### src/rtl/dummy_dac.sv
// Playback stand-in for an absent DAC: drains the slot FIFO at a fixed tick rate
// and assembles little-endian 32-bit words. Checker enabled by DUMMY_DAC_CHECK_EN.
module dummy_dac #(
  parameter int          CLK_DIV  = 256,
  parameter logic [31:0] EXPECTED = 32'hDEADBEEF
) (
  input  logic        clk,
  input  logic        reset,
  output logic        fifo_clk,
  output logic        fifo_read,
  input  logic [7:0]  fifo_data,
  input  logic [10:0] fifo_addr_in,
  input  logic [10:0] fifo_addr_out,
  input  logic [5:0]  slot_data,
  input  logic        direction,
  input  logic        channels,
  output logic [31:0] sample,
  output logic        sample_valid,
  output logic [15:0] underrun_count,
  output logic [15:0] error_count,
  output logic        locked
);
  localparam int DIV_W = $clog2(CLK_DIV);

  typedef enum logic [1:0] {IDLE, READ, DRAIN} state_t;

  state_t             state, state_nx;
  logic [DIV_W-1:0]   div_cnt;
  logic               tick;
  logic [10:0]        level;
  logic [3:0]         need_now, need_r;
  logic [2:0]         rd_cnt;
  logic               start, short;
  logic               rd_vld;
  logic [1:0]         byte_idx;
  logic [23:0]        word_buf;
  logic               word_done;
  logic [31:0]        word_nx;
  logic               unused;

  assign fifo_clk = clk;
  assign unused   = ^{slot_data, EXPECTED};

  assign tick = (div_cnt == DIV_W'(CLK_DIV - 1));

  always_ff @(posedge clk) begin
    if (reset || tick) div_cnt <= '0;
    else               div_cnt <= div_cnt + 1'b1;
  end

  assign level    = fifo_addr_in - fifo_addr_out;
  assign need_now = channels ? 4'd8 : 4'd4;

  always_comb begin
    state_nx = state;
    start    = 1'b0;
    short    = 1'b0;
    case (state)
      IDLE: begin
        if (tick && !direction) begin
          if (level >= {7'd0, need_now}) begin
            state_nx = READ;
            start    = 1'b1;
          end else begin
            short = 1'b1;
          end
        end
      end
      READ:    if (rd_cnt == 3'(need_r - 4'd1)) state_nx = DRAIN;
      DRAIN:   state_nx = IDLE;
      default: state_nx = IDLE;
    endcase
  end

  assign fifo_read = (state == READ);

  always_ff @(posedge clk) begin
    if (reset) begin
      state  <= IDLE;
      need_r <= 4'd4;
      rd_cnt <= '0;
    end else begin
      state <= state_nx;
      if (start) begin
        need_r <= need_now;
        rd_cnt <= '0;
      end else if (state == READ) begin
        rd_cnt <= rd_cnt + 3'd1;
      end
    end
  end

  // Data arrives one cycle after the strobe; the fourth byte goes straight into sample.
  assign word_done = rd_vld && (byte_idx == 2'd3);
  assign word_nx   = {fifo_data, word_buf};

  always_ff @(posedge clk) begin
    if (reset) begin
      rd_vld       <= 1'b0;
      byte_idx     <= '0;
      word_buf     <= '0;
      sample       <= '0;
      sample_valid <= 1'b0;
    end else begin
      rd_vld       <= fifo_read;
      sample_valid <= 1'b0;
      if (rd_vld) begin
        byte_idx <= byte_idx + 2'd1;
        if (word_done) begin
          sample       <= word_nx;
          sample_valid <= 1'b1;
        end else begin
          word_buf[8*byte_idx +: 8] <= fifo_data;
        end
      end
    end
  end

  always_ff @(posedge clk) begin
    if (reset)                                  underrun_count <= '0;
    else if (short && underrun_count != 16'hFFFF) underrun_count <= underrun_count + 16'd1;
  end

`ifdef DUMMY_DAC_CHECK_EN
  logic [2:0] streak;

  always_ff @(posedge clk) begin
    if (reset) begin
      streak      <= '0;
      error_count <= '0;
    end else if (word_done) begin
      if (word_nx != EXPECTED) begin
        streak <= '0;
        if (error_count != 16'hFFFF) error_count <= error_count + 16'd1;
      end else if (streak != 3'd4) begin
        streak <= streak + 3'd1;
      end
    end
  end

  assign locked = (streak == 3'd4);
`else
  assign error_count = '0;
  assign locked      = 1'b0;
`endif

endmodule

### config.mk
export PLATFORM = sky130hd
export DESIGN_NAME = dummy_dac
export DESIGN_NICKNAME = d
export VERILOG_FILES = /design/src/rtl/dummy_dac.sv
export SDC_FILE = /design/constraint.sdc
export NUM_CORES = 1
export LEC_CHECK = 0
export CORE_MARGIN = 8
export CORE_UTILIZATION = 50
export DETAILED_ROUTE_END_ITERATION = 7
export PLACE_DENSITY = 0.82
export RECOVER_POWER = 25
export SLEW_MARGIN = 20
export SYNTH_ARGS = -nofsm -noshare
export SYNTH_HDL_FRONTEND = slang
export SYNTH_SLANG_ARGS = --single-unit
### constraint.sdc
create_clock -name clk -period 6.6 [get_ports clk]
set_input_delay 1.32 -clock clk [delete_from_list [all_inputs] [get_ports clk]]
set_output_delay 1.32 -clock clk [all_outputs]
set_load 0.03 [all_outputs]
# == Word-level counts from Yosys, hierarchy flattened ==
# Cells that the tools add are included.
# totals
register_bits,92
inputBits,40
output_inout_bits,68
elab_cells,54
# op_classes
n_addsub,7
n_lt_le_gt_ge,1
n_eq_ne,8
n_shift,2
muxes,13
n_bitwise,2
n_reduce_logical,11
# op_table
op,n
5-bit negator with 34-bit output,1
"8-bit by 34-bit variable shift with 24-bit output, first input constant",1
8-bit by 34-bit indexed part select with 24-bit output,1
24-bit bitwise mux,1
"16-bit by 1-bit adder with 16-bit output, second input constant",1
"16-bit inequality test, second input constant",1
11-bit by 4-bit >= comparator with 1-bit output,1
11-bit subtractor,1
"8-bit by 1-bit adder with 8-bit output, second input constant",1
"8-bit == test, second input constant",1
1-bit 2-to-1 mux,7
2-bit 2-to-1 mux,3
4-bit 2-to-1 mux,1
"2-bit inequality test, second input constant",2
2-bit case mux with 2 select lines,1
2-bit AND reduction,2
2-bit OR reduction,2
"3-bit by 1-bit adder with 3-bit output, second input constant",1
3-bit == test,1
1-bit logical AND,3
3-bit AND reduction,1
"3-bit by 1-bit subtractor with 3-bit output, second input constant",1
"2-bit by 1-bit adder with 2-bit output, second input constant",1
"2-bit by 1-bit == test with 1-bit output, second input constant",1
6 further kinds,7

# == Longest topological paths before layout ==
# logic_depth
ltp_word,6
mapped_depth,15
mapped_depth_nobuf,13

==> reports/results.tsv <==
metric	value	unit
Most used DFF post-synth	dfxtp_1	
Max Cap Viol	1	
slew margin rel.	-133	%
reg2reg setup slack	3690	ps
CP arrival	4110	ps
Post-DRT Antenna Nets	0	
Max VDD drop	0.228	mV
Max Slew Vio Count	85	
multi-input logic area	2180	um2
Syn. warnings	0	
distinct cell type count after synthesis	50	
synthesized area per cell	8.40	um2
Hold Crit Class	reg2reg	
CTS clk-pin slew, worst paths	90	ps
met1 GRT Util	19.2	%
Tightest Pin Transition	3490	ps
EDFF count, synth	0	
failing checks	capacitance limit, slew limit	
slowest cell on the critical path	clkdlybuf4s50_1	
hold_sp	sample[24]$_SDFFE_PP0P_	
diode count	0	
endpoint class of the critical path	output port	
fraction of the yosys area taken by sequential cells	42.9	%
top post-synthesis cells by area	dfxtp_1, nand2_1, a21oi_1	
reg2reg end	underrun_count[13]$_SDFFE_PP0P_	
CORE AREA	8180	um2
ys async rst share	0	%
vias in the first global route	3683	
most common cell in the netlist	dfxtp_1	
Worst setup SP type	clock port	
Final Util	64.3	%
Core Rows	33	
drt first pass iters	4	
Ports	108	
Synth top area share	42.9	%
Post-synth top cells	dfxtp_1, nand2_1, a21oi_1, nor2_1, a22oi_1	
number of fill cells in the layout	704	
largest net degree at the start of global routing	85	
DIE WIDTH	108	um
Final Net Count	635	
Initial Util	51.4	%
Routed WL	10.1	mm
register area	1800	um2
die height	108	um
Crit path top cell by count	clkbuf_8	
die footprint	11600	um2
DP HPWL	7.40	mm
share of cells above drive strength 1	6.03	%
Worst Path Required	5280	ps
Vias/cell	5.45	
Routed WL per cell	14.8	um
Fin Setup TNS	0	ps
Vias	3736	
hold buffer count at CTS	0	
CP Cell Sequence	clkbuf_8 -> clkbuf_8 -> clkdlybuf4s50_1	
GRT Max-Usage Layer	met2	
Final Hold Fails	0	
worst reg2reg path depth	9	
Final Setup Violations	0	
met2 global-route usage	30.0	%
worst-path fanout max	2	
Mapped Cells	500	
clk_lat worst skew	460	ps
GRT Util Overall	17.2	%
post-CTS setup buffers	0	
initial antenna violation count	0	
RSZ-0062 raised after global routing	no	
final clock skew	17.6	ps
starting DRC count in detailed routing	194	
Pwr Density	207	nW/um2
CTS tree	yes	
CP startpoint	clk	
Leak	1.93	nW
post-CTS resize count	0	
Layout Area Growth over Synthesis	25.1	%
Critical Path Sink	fifo_clk	
gp weighted congestion	0.805	
Seq cells post-synth	90	
critical path class	clk2out	
port bufs	84	
FF-to-FF Start	div_cnt[0]$_SDFF_PP0_	
Pwr Total	1.09	mW
first-pass GRT wire length	16.4	mm
met3 Resource Use GR	5.63	%
GRT overflow	0	
dominant cell type by area after synthesis	dfxtp_1	
outcome	finished, violations left	
synthesized area	4200	um2
drt drc	0	
max incr delay on CP	580	ps
==> metrics by stage <==
stage	instances	worst slack (ps)	hold slack, ps	area [um2]
6_report	685	1170	457	5250
5_1_grt	685	1160	477	5250
4_1_cts	685	1160	461	5240
3_5_place_dp	666	1420	447	5010
3_3_place_gp	666	1420	441	5010
2_1_floorplan	516	1840	430	4260
==> kinds of logic after synthesis <==
kind of cell / Yosys count / synth area share, %
buffers and inverters: 58 / 7.06
muxes: 3 / 0.715
other: 1 / 0.0893
adders and majority gates: 20 / 5.96
and+or+nand+nor: 198 / 22.9
DFF: 90 / 42.9
xor gates and xnor gates: 14 / 2.92
AOI/OAI and AO/OA: 116 / 17.5
==> sequential cells by signal (all words and copies together), names as in the netlist <==
signal	flops
byte_idx	2
word_buf	24
sample_valid	1
sample	32
div_cnt	8
rd_vld	1
rd_cnt	3
state	2
need_r	1
underrun_count	16
==> routing by layer <==
| layer | wire (um) | vias up |
|---|---|---|
| li1 | - | 1857 |
| met1 | 4220 | 1767 |
| met2 | 5160 | 102 |
| met3 | 683 | 10 |
| met4 | 70 | 0 |
| met5 | 0 | - |
==> cells in the final DEF (no fill, tap or decap), types with 4 or more instances in the layout <==
master | Yosys | final
xnor2_1 | 6 | 6
ha_1 | 20 | 20
inv_1 | 17 | 17
a21oi_1 | 53 | 53
nand4_1 | 5 | 5
o21ai_0 | 12 | 12
and3_1 | 4 | 4
xor2_1 | 8 | 8
nor3_1 | 4 | 4
clkdlybuf4s50_1 | 0 | 83
a22oi_1 | 24 | 24
conb_1 | 1 | 17
nand3_1 | 14 | 14
dfxtp_1 | 90 | 90
or4_1 | 6 | 6
nand2_1 | 87 | 86
a211oi_1 | 4 | 4
nor2_1 | 46 | 46
o31ai_1 | 6 | 6
a21o_1 | 5 | 5
clkbuf_8 | 0 | 12
or3_1 | 8 | 8
==> report_power, final <==
| group | switching, mW | internal, mW |
|---|---|---|
| Sequential | 0.00140 | 0.544 |
| Combinational | 0.0619 | 0.0435 |
| Clock | 0.238 | 0.196 |
==> how the worst min path moves through the flow <==
stage	slack, ps	endpoint	depth (start not counted)
after CTS	460	sample[24]$_SDFFE_PP0P_	2
final	460	sample[24]$_SDFFE_PP0P_	2
after global placement	440	sample[20]$_SDFFE_PP0P_	2
after floorplan	430	div_cnt[0]$_SDFF_PP0_	1
after global routing	480	sample[5]$_SDFFE_PP0P_	2
after detailed placement	450	sample[24]$_SDFFE_PP0P_	2
==> cell type report <==
type	count	share of cell area [%]
clock buffer	13	3.33
clock inverter	7	1.26
inverter	17	1.21
multi-input combinational	368	41.5
sequential	90	34.3
tap	105	2.50
timing repair buffer	85	15.9
==> worst max-delay path: cells and delay by family <==
kind,cells,cell delay (ps)
buffers and inverters,3,810
Note: power is estimated with default switching activity, not from simulation.
